==> src/rtl/trng_pkg.sv <==
// Shared types, default parameters and helpers for the TRNG key pool.
package trng_pkg;

  typedef enum logic [1:0] {
    IDLE,
    COLLECT,
    FAILED
  } trng_pool_state_e;

  localparam int unsigned DefKeyBits    = 32;
  localparam int unsigned DefFifoDepth  = 4;
  localparam int unsigned DefRepCutoff  = 32;
  localparam int unsigned DefFailThresh = 11;
  localparam int unsigned DefIntrLevel  = 1;

  // Width able to hold every level from 0 to depth inclusive.
  function automatic int unsigned level_width(int unsigned depth);
    return $clog2(depth + 1);
  endfunction

endpackage

==> src/rtl/trng_key_fifo.sv <==
// Show-ahead key FIFO with push, pop, flush and fill level.
module trng_key_fifo
  import trng_pkg::*;
#(
  parameter int unsigned DEPTH = DefFifoDepth,
  parameter int unsigned WIDTH = DefKeyBits
) (
  input  logic                          clk,
  input  logic                          rst,
  input  logic                          push,
  input  logic [WIDTH-1:0]              push_data,
  input  logic                          pop,
  input  logic                          flush,
  output logic [WIDTH-1:0]              data,
  output logic                          empty,
  output logic                          full,
  output logic [level_width(DEPTH)-1:0] level
);

  localparam int unsigned PtrW = $clog2(DEPTH);
  localparam int unsigned LvlW = level_width(DEPTH);

  logic [WIDTH-1:0] mem_q [DEPTH];
  logic [PtrW-1:0]  wr_ptr_q, rd_ptr_q;
  logic [LvlW-1:0]  count_q;
  logic             push_ok, pop_ok;

  assign empty = (count_q == '0);
  assign full  = (count_q == LvlW'(DEPTH));
  assign level = count_q;
  assign data  = mem_q[rd_ptr_q];

  // A pop in the same cycle never frees room for a push while full.
  assign push_ok = push && !full;
  assign pop_ok  = pop && !empty;

  always_ff @(posedge clk) begin
    if (rst) begin
      wr_ptr_q <= '0;
      rd_ptr_q <= '0;
      count_q  <= '0;
    end else if (flush) begin
      wr_ptr_q <= '0;
      rd_ptr_q <= '0;
      count_q  <= '0;
    end else begin
      if (push_ok) wr_ptr_q <= wr_ptr_q + PtrW'(1);
      if (pop_ok)  rd_ptr_q <= rd_ptr_q + PtrW'(1);
      if (push_ok && !pop_ok)      count_q <= count_q + LvlW'(1);
      else if (pop_ok && !push_ok) count_q <= count_q - LvlW'(1);
    end
  end

  always_ff @(posedge clk) begin
    if (push_ok && !flush) mem_q[wr_ptr_q] <= push_data;
  end

endmodule

==> src/rtl/trng_key_pool.sv <==
// TRNG back end: repetition-count health test, optional Von Neumann debiaser,
// key assembly and a buffered valid/ready key port.
module trng_key_pool
  import trng_pkg::*;
#(
  parameter int unsigned N_BITS_KEY  = DefKeyBits,
  parameter int unsigned FIFO_DEPTH  = DefFifoDepth,
  parameter int unsigned REP_CUTOFF  = DefRepCutoff,
  parameter int unsigned FAIL_THRESH = DefFailThresh,
  parameter int unsigned INTR_LEVEL  = DefIntrLevel
) (
  input  logic                               clk,
  input  logic                               rst,
  input  logic                               enable_i,
  input  logic                               clear_i,
  input  logic                               debias_en_i,
  input  logic                               raw_bit_i,
  input  logic                               raw_valid_i,
  output logic [N_BITS_KEY-1:0]              key_o,
  output logic                               key_valid_o,
  input  logic                               key_ready_i,
  output logic [level_width(FIFO_DEPTH)-1:0] fill_level_o,
  output logic                               health_err_o,
  output logic                               total_fail_o,
  output logic                               intr_o
);

  localparam int unsigned LvlW  = level_width(FIFO_DEPTH);
  localparam int unsigned RunW  = $clog2(REP_CUTOFF + 1);
  localparam int unsigned FailW = $clog2(FAIL_THRESH + 1);
  localparam int unsigned CntW  = $clog2(N_BITS_KEY);

  trng_pool_state_e state_q, state_d;
  logic [RunW-1:0]       run_cnt_q, run_cnt_d, run_next;
  logic                  last_bit_q, last_bit_d;
  logic [FailW-1:0]      fail_cnt_q, fail_cnt_d;
  logic                  phase_q, phase_d;
  logic                  b0_q, b0_d;
  logic                  debias_q, debias_d;
  logic [N_BITS_KEY-2:0] shreg_q, shreg_d;
  logic [CntW-1:0]       bit_cnt_q, bit_cnt_d;
  logic                  health_err_q, health_err_d;

  logic                  cond_valid, cond_bit;
  logic [N_BITS_KEY-1:0] shifted;
  logic                  push, pop, flush;
  logic [N_BITS_KEY-1:0] fifo_data;
  logic                  fifo_empty, fifo_full;

  assign shifted = {shreg_q, cond_bit};

  always_comb begin
    state_d      = state_q;
    run_cnt_d    = run_cnt_q;
    run_next     = run_cnt_q;
    last_bit_d   = last_bit_q;
    fail_cnt_d   = fail_cnt_q;
    phase_d      = phase_q;
    b0_d         = b0_q;
    debias_d     = debias_q;
    shreg_d      = shreg_q;
    bit_cnt_d    = bit_cnt_q;
    health_err_d = 1'b0;
    cond_valid   = 1'b0;
    cond_bit     = 1'b0;
    push         = 1'b0;

    unique case (state_q)
      IDLE: begin
        if (enable_i) state_d = COLLECT;
      end
      COLLECT: begin
        if (!enable_i) begin
          state_d   = IDLE;
          shreg_d   = '0;
          bit_cnt_d = '0;
          phase_d   = 1'b0;
        end else if (raw_valid_i) begin
          if (run_cnt_q != '0 && raw_bit_i == last_bit_q) run_next = run_cnt_q + RunW'(1);
          else                                           run_next = RunW'(1);
          last_bit_d = raw_bit_i;
          if (run_next == RunW'(REP_CUTOFF)) begin
            // Zero run count so the next bit starts a fresh run regardless of value.
            health_err_d = 1'b1;
            fail_cnt_d   = fail_cnt_q + FailW'(1);
            run_cnt_d    = '0;
            shreg_d      = '0;
            bit_cnt_d    = '0;
            phase_d      = 1'b0;
          end else begin
            run_cnt_d = run_next;
            debias_d  = debias_en_i;
            if (!debias_en_i) begin
              cond_valid = 1'b1;
              cond_bit   = raw_bit_i;
              phase_d    = 1'b0;
            end else if (!phase_q || debias_en_i != debias_q) begin
              phase_d = 1'b1;
              b0_d    = raw_bit_i;
            end else begin
              phase_d    = 1'b0;
              cond_valid = (b0_q != raw_bit_i);
              cond_bit   = b0_q;
            end
          end
          // Bits arriving while the FIFO is full are dropped.
          if (cond_valid && !fifo_full) begin
            shreg_d = shifted[N_BITS_KEY-2:0];
            if (bit_cnt_q == CntW'(N_BITS_KEY - 1)) begin
              push       = 1'b1;
              bit_cnt_d  = '0;
              fail_cnt_d = '0;
            end else begin
              bit_cnt_d = bit_cnt_q + CntW'(1);
            end
          end
        end
      end
      FAILED: ;
      default: state_d = IDLE;
    endcase

    if (clear_i) begin
      run_cnt_d    = '0;
      fail_cnt_d   = '0;
      phase_d      = 1'b0;
      shreg_d      = '0;
      bit_cnt_d    = '0;
      health_err_d = 1'b0;
      push         = 1'b0;
    end

    if (fail_cnt_d == FailW'(FAIL_THRESH)) state_d = FAILED;
  end

  always_ff @(posedge clk) begin
    if (rst) begin
      state_q      <= IDLE;
      run_cnt_q    <= '0;
      last_bit_q   <= 1'b0;
      fail_cnt_q   <= '0;
      phase_q      <= 1'b0;
      b0_q         <= 1'b0;
      debias_q     <= 1'b0;
      shreg_q      <= '0;
      bit_cnt_q    <= '0;
      health_err_q <= 1'b0;
    end else begin
      state_q      <= state_d;
      run_cnt_q    <= run_cnt_d;
      last_bit_q   <= last_bit_d;
      fail_cnt_q   <= fail_cnt_d;
      phase_q      <= phase_d;
      b0_q         <= b0_d;
      debias_q     <= debias_d;
      shreg_q      <= shreg_d;
      bit_cnt_q    <= bit_cnt_d;
      health_err_q <= health_err_d;
    end
  end

  assign flush = clear_i || (state_q == FAILED);
  assign pop   = key_valid_o && key_ready_i;

  trng_key_fifo #(
    .DEPTH (FIFO_DEPTH),
    .WIDTH (N_BITS_KEY)
  ) u_fifo (
    .clk       (clk),
    .rst       (rst),
    .push      (push),
    .push_data (shifted),
    .pop       (pop),
    .flush     (flush),
    .data      (fifo_data),
    .empty     (fifo_empty),
    .full      (fifo_full),
    .level     (fill_level_o)
  );

  assign key_valid_o  = !fifo_empty && (state_q != FAILED);
  assign key_o        = key_valid_o ? fifo_data : '0;
  assign health_err_o = health_err_q;
  assign total_fail_o = (state_q == FAILED);
  assign intr_o       = (fill_level_o >= LvlW'(INTR_LEVEL)) || total_fail_o;

endmodule

==> config.mk <==
export PLATFORM = sky130hd
export DESIGN_NAME = trng_key_pool
export DESIGN_NICKNAME = d
export VERILOG_FILES = /design/src/rtl/trng_pkg.sv /design/src/rtl/trng_key_fifo.sv /design/src/rtl/trng_key_pool.sv
export SDC_FILE = /design/constraint.sdc
export NUM_CORES = 1
export LEC_CHECK = 0
export CAP_MARGIN = 0
export CORE_UTILIZATION = 59
export DETAILED_ROUTE_END_ITERATION = 8
export PLACE_DENSITY = 0.79
export SETUP_SLACK_MARGIN = 0.2
export SLEW_MARGIN = 15
export SYNTH_ARGS = -nofsm -noshare
export SYNTH_HDL_FRONTEND = slang
export SYNTH_SLANG_ARGS = --single-unit
==> constraint.sdc <==
create_clock -name clk -period 3.39 [get_ports clk]
set_input_delay 0.8475 -clock clk [delete_from_list [all_inputs] [get_ports clk]]
set_output_delay 0.8475 -clock clk [all_outputs]
set_load 0.01 [all_outputs]
Word level (Yosys, flattened, before mapping)
Memory sizes are Yosys's and may differ from the RTL's. A register that Yosys moved wholly into a read port is not among the register bits.
Cells that the tools add are included.
- add/sub/neg operators: 7
- mux-type cells: 56
- divide/modulo/power cells: 0
- bitwise gates (word level): 5
- magnitude comparators: 1
- shift operators: 0
- equality and inequality tests: 17
- reduce and logical (&&, ||, !) cells: 33
- $mul: 0
- operator list (cell ; number):
    31-bit two-way mux ; 4
    32-bit two-way mux ; 1
    6-bit two-way mux ; 5
    4-bit two-way mux ; 7
    1-bit two-way mux ; 26
    5-bit two-way mux ; 5
    3-bit AND reduction ; 4
    2-bit two-way mux ; 5
    1-bit logical AND ; 9
    6-bit by 1-bit adder with 6-bit output (second input constant) ; 1
    6-bit equality test (second input constant) ; 1
    1-bit zero test ; 6
    3-bit two-way mux ; 2
    2-bit inequality test (second input constant) ; 3
    3-bit inequality test (second input constant) ; 2
    2-bit case mux with 3 select lines ; 1
    6-bit AND reduction ; 1
    6-bit nonzero test ; 1
    2-bit OR reduction ; 3
    5-bit by 1-bit adder with 5-bit output (second input constant) ; 1
    5-bit equality test (second input constant) ; 1
    1-bit inverter ; 5
    5-bit OR reduction ; 1
    2-bit by 1-bit adder with 2-bit output (second input constant) ; 2
    18 further kinds ; 22
- word-level logic and storage cells: 134
- bits of input ports: 8
- latch bits: 0
- memories kept: 1
- register bits: 60
- memory bits (read-only): 0
- RAM bits: 128
- output and inout port bits: 39
- memory list (name ; words ; bits a word ; rd ports ; clocked after memory_dff ; write ports ; RTL line ; RTL):
    u_fifo.mem_q ; 4 ; 32 ; 1 ; 1 ; 1 ; trng_key_fifo.sv:23 ; logic [WIDTH-1:0] mem_q [DEPTH];

Depth between registers and ports, before layout
Gate-level depths: netlist (run 1).
- depth in word-level cells: 22
- mapped depth: 13
- depth with buffers taken out: 11

By module
From an unflattened synthesis (run 1), not the netlist that was laid out.
- cell total of the unflattened synthesis: 515
- area, all modules: 7673.6 um^2
- by module, submodules not included (module ; seq. area each (um^2) ; times used ; cells each ; area each (um^2)):
    trng_key_fifo ; 4023.9 ; 1 ; 218 ; 5109.9
    trng_key_pool ; 1061.0 ; 1 ; 297 ; 2563.7

Least setup slack after synthesis (run 1)
OpenSTA, ideal clock, no wires.
- kind: input -> register
- start point: input port raw_bit_i
- end point: memory u_fifo.mem_q[1][0] (netlist bit), enable pin
- data arrival time: 2.741 ns
- data required time: 2.998 ns
- setup slack: 0.257 ns
- path buffers: 2
- stages on the path: 7
- path through: xnor2_1 -> o41a_1 -> buf_2 -> o211a_1 -> buf_2 -> nor4_4 -> and2_1
- cells in the longest elaborated chain, start to end: 21
- ends and longest elaborated chain (item ; RTL line ; RTL):
    start: declaration ; trng_key_pool.sv:17 ; input logic raw_bit_i,
    1-bit equality test ; trng_key_pool.sv:79 ; if (run_cnt_q != '0 && raw_bit_i == last_bit_q) run_next = run_cnt_q + RunW'(1);
    1-bit logical AND ; trng_key_pool.sv:79 ;
    6-bit two-way mux ; trng_key_pool.sv:79 ;
    6-bit two-way mux ; trng_key_pool.sv:78 ; end else if (raw_valid_i) begin
    6-bit two-way mux ; trng_key_pool.sv:73 ; if (!enable_i) begin
    6-bit two-way mux ; trng_key_pool.sv:68 ; unique case (state_q)
    6-bit equality test ; trng_key_pool.sv:82 ; if (run_next == RunW'(REP_CUTOFF)) begin
    1-bit two-way mux * ; trng_key_pool.sv:82 ;
    [... 6 more ...] ; - ;
    1-bit two-way mux * ; trng_key_pool.sv:73 ;
    1-bit two-way mux * ; trng_key_pool.sv:68 ;
    1-bit two-way mux * ; trng_key_pool.sv:123 ; if (clear_i) begin
    1-bit logical AND * ; trng_key_fifo.sv:34 ; assign push_ok = push && !full;
    named net u_fifo.push_ok ; trng_key_fifo.sv:26 ; logic push_ok, pop_ok;
    1-bit logical AND * ; trng_key_fifo.sv:55 ; if (push_ok && !flush) mem_q[wr_ptr_q] <= push_data;
    1-bit two-way mux * ; trng_key_fifo.sv:55 ;
    1-bit two-way mux (not written as such) * ; trng_key_fifo.sv:55 ;
    end: declaration ; trng_key_fifo.sv:23 ;
The timed path passes the listed nets; every way through them passes the cells marked *. The select of a mux whose other input is x is not followed.

==> results, run 1 <==
- The run finished with clean final reports.
- The arrival time at the worst endpoint is 2.29 ns.
- The share of total power dissipated in sequential elements is 0.544.
- Detailed routing inserted a total of 4506 vias.
- The clock network fraction of total power is 0.444.
- The number of diodes is 0.
- Summed over all instances, the cell type with the most area after synthesis is sky130_fd_sc_hd__edfxtp_1.
- Of the total power, combinational logic draws 0.012.
- The fraction of final layout cells sized beyond drive strength 1 is 0.156.
- In the post-synthesis netlist, the biggest area contributors are sky130_fd_sc_hd__edfxtp_1 (50%), sky130_fd_sc_hd__dfxtp_1 (16%), sky130_fd_sc_hd__mux4_2 (9.4%).
- The worst setup path is of the reg2out kind.
- In this run the remaining antenna-violating nets after routing total 0.
- The critical-path maximum fanout is 16.
- In the synthesized netlist the dominant register cell turns out to be sky130_fd_sc_hd__edfxtp_1.
- The worst setup slack after placement is 0.269 ns.
- The area share of the leading cell type in the synthesized netlist is 0.500.
- Clock-pin slew was measured on the worst setup and hold paths at 0.07 ns.
- Yosys mapped the design onto 54 distinct sky130hd cell types.
- The worst-case IR drop observed on VDD is 306 uV.
- The kind of start point of the critical path is a flop.
- STA puts the critical path data required time at 2.54 ns.
- The synthesized design contains 128 enable-type register cells.
- The number of sinks handled by clock tree synthesis is 190.
- The leakage component of the power is 3.18 nW.
- Counting flops with an async set or reset pin after synthesis yields a share of 0.
- The DRC violation total after the first TritonRoute iteration is 337.
- The TritonCTS clock tree is built.
- The mean routed wirelength per cell is 19.2 um.
- The internal power consumption is 0.00366 W.
- The switching power total is 0.000834 W.
- The HPWL reported at the end of detailed placement is 8160 um.
- The total overflow left after global routing is 0.
- The ratio of total power to cell area is 490 mW/mm2.
- For the worst flop-to-flop path, the logic depth is 8.
- The core area is 0.0127 mm2.
- Synthesis inferred 190 register bits.
- The share of the cycle needed by the critical path after routing is 0.927.
- On the final layout, the worst clock skew is 0.00969 ns.
- The via count of the first global-routing pass was 4498.
- Setup violations remaining at the end of the flow were counted as 0.
- The H-tree generated during clock tree synthesis spans 4 levels.
- From bottom edge to top edge, the die measures 116 um.
- Before antenna repair, the detailed router went through 5 iterations.
- The wire length of the first global-routing pass is 22200 um.
- The minimum period implied by the final worst setup slack is 3.14 ns.
- Setup repair after global routing could not meet its margin everywhere.
- During I/O placement, the number of pins put on the boundary was 47.
- The initialized floorplan defines 41 standard-cell rows.
- Entering global routing, the biggest net connects 47 pins.
- After detailed routing, the total wire length is 14800 um.
- The average cell area after synthesis is 14.5 um2.
- The clock passes through at most 2 buffers.
- The sequential element share of the synthesized area is 0.661.
- The summed instance area of the synthesized netlist is 0.00769 mm2.
- In this run the worst hold path is classified as reg2reg.
- The total of hold buffers inserted after clock tree synthesis is 0.
- In this run the clock root is driven by a sky130_fd_sc_hd__clkbuf_16.
- The die area is 0.0135 mm2.
- Yosys printed 0 warnings.
- The number of hold-slack violations in the final timing report is 0.
- Setup total negative slack on the finished layout was measured at 0 ns.
- The CTS buffer count is 17.
- Max-cap violations in this run came to 0.
- The transition at the pin with the smallest max-transition slack is 0.614 ns.
- The last weighted congestion value of the routability-driven placer is 0.845.
- The insertion delay of the later-clocked pin in the worst-skew pair is 0.42 ns.
- The final-stage net count is 607.
- The layout filler cell count is 854.
- The minimum setup slack in the final design is 0.249 ns.
- Of the total power, the share spent switching nets is 0.186.
- The most common cell in the synthesized netlist is sky130_fd_sc_hd__edfxtp_1.
- The number of antenna violations at the first check in global routing is 0.
- The area added between synthesis and finish is 19.1%.
- The die width is 116 um.
- Based on the critical path, the design can be clocked at up to 318 MHz.
- The number of buffers added on ports is 46.
- STA classifies the critical path endpoint as a primary output.
- The number of instances in the synthesized netlist is 530.
- The worst max-slew margin expressed relative to the limit is 0.586.
- The initial utilization of the core area, before any placement, comes to 0.607.
- For this run, the total global-route usage over all layers was measured as 0.227.
- The count of final max-slew check failures is 0.
- When the netlist entered floorplanning its net count stood at 552.
- The residual DRC count is 0.
- Using the TritonRoute via totals, the vias-per-cell ratio works out to 5.85.
- Along the worst hold path, the cell count comes to 2.
- By count the netlist is led by sky130_fd_sc_hd__edfxtp_1 (128), sky130_fd_sc_hd__dfxtp_1 (62), sky130_fd_sc_hd__nor2_1 (54).
## metrics by stage
stage	hold WS [ns]	utilization	area, um2	std cells	total power (W)
2_1_floorplan	0.444	-	7690	530	0.00253
3_3_place_gp	0.461	0.666	8440	734	0.00255
3_5_place_dp	0.475	0.666	8440	734	0.00255
4_1_cts	0.484	0.715	9060	766	0.00453
5_1_grt	0.521	0.723	9160	770	0.00462
6_report	0.482	0.723	9160	770	0.00449
## power by group through the flow
| stage | registers, W | logic, W | clock network [W] |
|---|---|---|---|
| 2_1_floorplan | 0.00249 | 0.0000308 | 0 |
| 3_3_place_gp | 0.00250 | 0.0000522 | 0 |
| 3_5_place_dp | 0.00250 | 0.0000537 | 0 |
| 4_1_cts | 0.00244 | 0.0000539 | 0.00203 |
| 5_1_grt | 0.00244 | 0.0000586 | 0.00212 |
| 6_report | 0.00244 | 0.0000538 | 0.00199 |
## what timing repair did
| action | 4_1_cts | 5_1_grt |
|---|---|---|
| setup endpoints to repair | 32 | 12 |
| gates resized for setup | 4 | 2 |
| setup buffers | 0 | 1 |
| pin swaps | 0 | 1 |
| cloned | 0 | 3 |
## cells in the final DEF, fill, tap and decap left out, types with 9 or more instances in the layout
master,instances
sky130_fd_sc_hd__a21oi_1,18
sky130_fd_sc_hd__a22oi_1,34
sky130_fd_sc_hd__and2_1,37
sky130_fd_sc_hd__buf_4,9
sky130_fd_sc_hd__clkbuf_16,20
sky130_fd_sc_hd__clkdlybuf4s50_1,46
sky130_fd_sc_hd__dfxtp_1,59
sky130_fd_sc_hd__edfxtp_1,128
sky130_fd_sc_hd__ha_1,14
sky130_fd_sc_hd__inv_1,11
sky130_fd_sc_hd__mux4_2,32
sky130_fd_sc_hd__nand2_1,22
sky130_fd_sc_hd__nand3_1,11
sky130_fd_sc_hd__nor2_1,54
## worst max-delay path, cell delays in order (launching register included)
cell,delay (ns)
sky130_fd_sc_hd__dfxtp_2,0.41
sky130_fd_sc_hd__buf_12,0.21
sky130_fd_sc_hd__mux4_2,0.58
sky130_fd_sc_hd__and2_1,0.18
sky130_fd_sc_hd__clkdlybuf4s50_1,0.47
## final timing paths
path / endpoint / slack [ns] / start
setup / recovery: key_o[1] / 0.25 / flop
hold reg to reg: phase_q$_SDFFE_PP0P_ / 0.48 / phase_q$_SDFFE_PP0P_
setup reg to reg: u_fifo.mem_q[0][14]$_DFFE_PP_ / 0.76 / run_cnt_q[1]$_SDFFE_PP0P_
hold / removal: phase_q$_SDFFE_PP0P_ / 0.48 / phase_q$_SDFFE_PP0P_
## routing by layer
layer	part of all wire	up-vias	routed length, um	track usage
met5	0	-	0	0
met4	0.021	0	303	0.107
met3	0.041	20	609	0.0529
met2	0.53	116	7840	0.408
met1	0.41	2253	6010	0.256
li1	-	2117	-	-
## cell type report
cell class,count,area [um2],area share
inverter,11,41.3,0.00451
multi-input combinational,299,2450,0.267
timing repair buffer,66,763,0.0833
tap,172,215,0.0235
sequential,190,5090,0.556
clock buffer,21,460,0.0503
clock inverter,11,141,0.0154
## cells by family (layout without fill, tap and decap cells)
kind of cell / Yosys count / in the layout / share of synthesized area
flip-flops: 190 / 190 / 0.661
AO/OA/AOI/OAI: 83 / 83 / 0.0789
AND/OR/NAND/NOR: 159 / 159 / 0.108
adder cells (fa/ha/maj): 14 / 14 / 0.0228
buffers and inverters: 41 / 109 / 0.0221
XOR/XNOR: 7 / 7 / 0.00797
multiplexers: 36 / 36 / 0.0989
## flip-flops by register name, summed over array words and instances, names as in the netlist, named ones only
name,count
run_cnt_q,6
debias_q,1
u_fifo.rd_ptr_q,2
health_err_o,1
shreg_q,31
b0_q,1
phase_q,1
bit_cnt_q,5
u_fifo.mem_q,128
last_bit_q,1
u_fifo.level,3
u_fifo.wr_ptr_q,2
state_q,2
fail_cnt_q,4
No activity file was read; power rests on OpenSTA's default activity.
==> run 2: changes to the inputs <==
--- a/config.mk
+++ b/config.mk
@@ -6,11 +6,12 @@
 export NUM_CORES = 1
 export LEC_CHECK = 0
 export CAP_MARGIN = 0
+export CORE_MARGIN = 2
 export CORE_UTILIZATION = 59
 export DETAILED_ROUTE_END_ITERATION = 8
 export PLACE_DENSITY = 0.79
 export SETUP_SLACK_MARGIN = 0.2
-export SLEW_MARGIN = 15
+export SLEW_MARGIN = 0
 export SYNTH_ARGS = -nofsm -noshare
 export SYNTH_HDL_FRONTEND = slang
 export SYNTH_SLANG_ARGS = --single-unit
==> results, run 2 (same netlist as run 1, synthesis figures left out) <==
- The run finished with clean final reports.
- The kind of start point of the critical path is a flop.
- The number of cell rows is 41.
- The final design utilization is 0.720.
- Data on the critical path arrives at its endpoint at 2.30 ns.
- Setup repair after global routing could not meet its margin everywhere.
- The remaining number of nets flagged by the antenna check after routing is 0.
- In this run the worst path has a maximum fanout of 17.
- The H-tree generated during clock tree synthesis spans 4 levels.
- The die area is 0.0140 mm2.
- The number of sinks handled by clock tree synthesis is 190.
- Measured along the y axis, the die boundary spans 118 um.
- The minimum period implied by the final worst setup slack is 3.15 ns.
- In the layout the commonest cells are sky130_fd_sc_hd__edfxtp_1 (128), sky130_fd_sc_hd__dfxtp_1 (59), sky130_fd_sc_hd__nor2_1 (54).
- The register with the most flip-flops in the layout has 128 of them.
- For this run the aggregate overflow at the end of global routing stands at 0.
- The number of instances on the worst hold path is 2.
- Buffers placed on the I/O ports in this run total 46.
- The top achievable clock speed is 318 MHz.
- The first global-routing pass estimated 23100 um of wire.
- The via total after detailed routing is 4512.
- The global routing usage on met2 is 0.358.
- The largest net degree at the start of global routing is 47.
- From left edge to right edge, the die measures 118 um.
- The fraction of final layout cells sized beyond drive strength 1 is 0.156.
- After the first detailed-routing iteration, the DRC count stood at 480.
- For the worst setup path, the data required time is 2.54 ns.
- The setup TNS after final layout is 0 ns.
- The residual DRC count is 0.
- The first detailed-routing pass took 7 iterations.
- The analysis attributes to cell leakage a power of 3.18 nW.
- The peak supply drop is 343 uV.
- 0 antenna diodes ended up in the layout.
- The met3 usage is 0.0434.
- The tree is rooted in a sky130_fd_sc_hd__clkbuf_16.
- TritonCTS created 17 clock buffers.
- From synthesis to final layout, the design area changed by 18.5%.
- For this design, the CTS-stage hold fixing added 0 buffers.
- u_fifo.mem_q holds more flip-flops than any other register.
- Headroom to the max-slew limit came out at 0.162.
- The worst hold path belongs to the class reg2reg.
- After detailed placement, the design holds a cell count of 734.
- Across every metal layer, demand over resource in global routing totals 0.213.
- The critical path is of the reg2out type.
- The number of cells traversed by the worst register-to-register path is 8.
- The last weighted congestion value of the routability-driven placer is 0.818.
- The layout filler cell count is 842.
- Max-cap violations in this run came to 0.
- The count of final max-slew check failures is 0.
- In this run the count of I/O pins placed on the die edge is 47.
- The final non-filler cell total is 769.
- In the finished design, the share of the clock period the worst path needs comes to 0.928.
- The via count of the first global-routing pass came to 4539.
- The most frequent standard cell in the layout excluding fill and tap cells is sky130_fd_sc_hd__edfxtp_1.
- The worst setup skew after layout is 0.00769 ns.
- The clock input transition at the sequential cells of the worst setup and hold paths is 0.07 ns.
- The most used routing layer in global routing is met2.
- The sequential cells in the finished layout cover a total of 0.00509 mm2.
- The multi-input combinational cells in the finished layout cover a total of 0.00245 mm2.
- The tightest hold path in the finished design has a slack of 0.475 ns.
- The HPWL reported at the end of detailed placement is 8330 um.
- The largest registers in the layout are u_fifo.mem_q (128), shreg_q (31), run_cnt_q (6).
- The number of antenna violations at the first check in global routing is 0.
- STA classifies the critical path endpoint as a primary output.
- In this run the register-to-register setup slack is 0.40 ns.
- The detailed-route vias per instance is 5.87.
- In the global route stage, met1 resource usage came out at 0.271.
- The number of hold-slack violations in the final timing report is 0.
- The design draws 0.00449 W.
- TritonCTS built the clock tree.
- Clock latency on the worst-skew pair, taken at its later pin, is 0.43 ns.
- The setup violation total in the final timing report is 0.
- The mean routed wirelength per cell is 19.0 um.
- The longest clock path from root to sink contains 2 buffers.
- The ratio of total power to cell area is 493 mW/mm2.
- The total area inside the core boundary comes to 0.0127 mm2.
- After detailed routing, the total wire length is 14600 um.
- The effective utilization at floorplan is 0.607.
- The final-stage net count is 606.
- At the pin with the least slew margin, the transition time is 1.25 ns.
run 2: cell types whose count changed in the layout (fill, tap and decap cells not counted), sizes merged:
cell	change
clkbuf	-4
clkdlybuf4s50	-1
clkinv	+1
dlymetal6s2s	+1
inv	+2
run 2: worst paths after layout:
path / startpoint / endpoint
max: u_fifo.level[0]$_SDFFE_PP0P_ / key_o[9]
min: last_bit_q$_SDFFE_PP0P_ / last_bit_q$_SDFFE_PP0P_
max reg2reg: run_cnt_q[1]$_SDFFE_PP0P_ / shreg_q[17]$_SDFFE_PP0P_
min reg2reg: last_bit_q$_SDFFE_PP0P_ / last_bit_q$_SDFFE_PP0P_
run 2: area by class of cell:
type,count,area share
Clock buffer,18,0.0471
Clock inverter,14,0.0184
Inverter,11,0.00453
Multi-Input combinational cell,299,0.269
Sequential cell,190,0.558
Tap cell,172,0.0236
Timing Repair Buffer,65,0.0798
run 2: where the power goes:
part | switching, W | internal [W]
sequential | 0.00000138 | 0.00244
clock | 0.000836 | 0.00116
combinational | 0.0000357 | 0.0000178
run 2: layer usage:
metal | vias to the layer above | wire, um
met4 | 0 | 196
li1 | 2114 | -
met5 | - | 0
met2 | 129 | 7890
met1 | 2251 | 5810
met3 | 18 | 726
run 2: metrics by stage:
| step | worst slack (ns) | instance area (um2) |
|---|---|---|
| after global placement | 0.125 | 8430 |
| after detailed placement | 0.0301 | 8430 |
| after global routing | 0.151 | 9120 |
| after CTS | 0.227 | 9040 |
| after floorplan | 0.257 | 7690 |
| final | 0.243 | 9120 |
run 2: worst max-delay path: stages, from the launching register on:
cell,delay (ns)
sky130_fd_sc_hd__dfxtp_2,0.38
sky130_fd_sc_hd__inv_1,0.08
sky130_fd_sc_hd__ha_1,0.24
sky130_fd_sc_hd__a21oi_4,0.17
sky130_fd_sc_hd__buf_12,0.15
sky130_fd_sc_hd__clkbuf_16,0.18
sky130_fd_sc_hd__and2_1,0.13
sky130_fd_sc_hd__clkdlybuf4s50_1,0.53
run 2: repair_timing:
action                     4_1_cts  5_1_grt
cloned                           0        2
hold endpoints to repair         0        0
resized for setup                4        3
pin swaps                        0        1
buffers inserted                 0        1
setup endpoints to repair       32        7
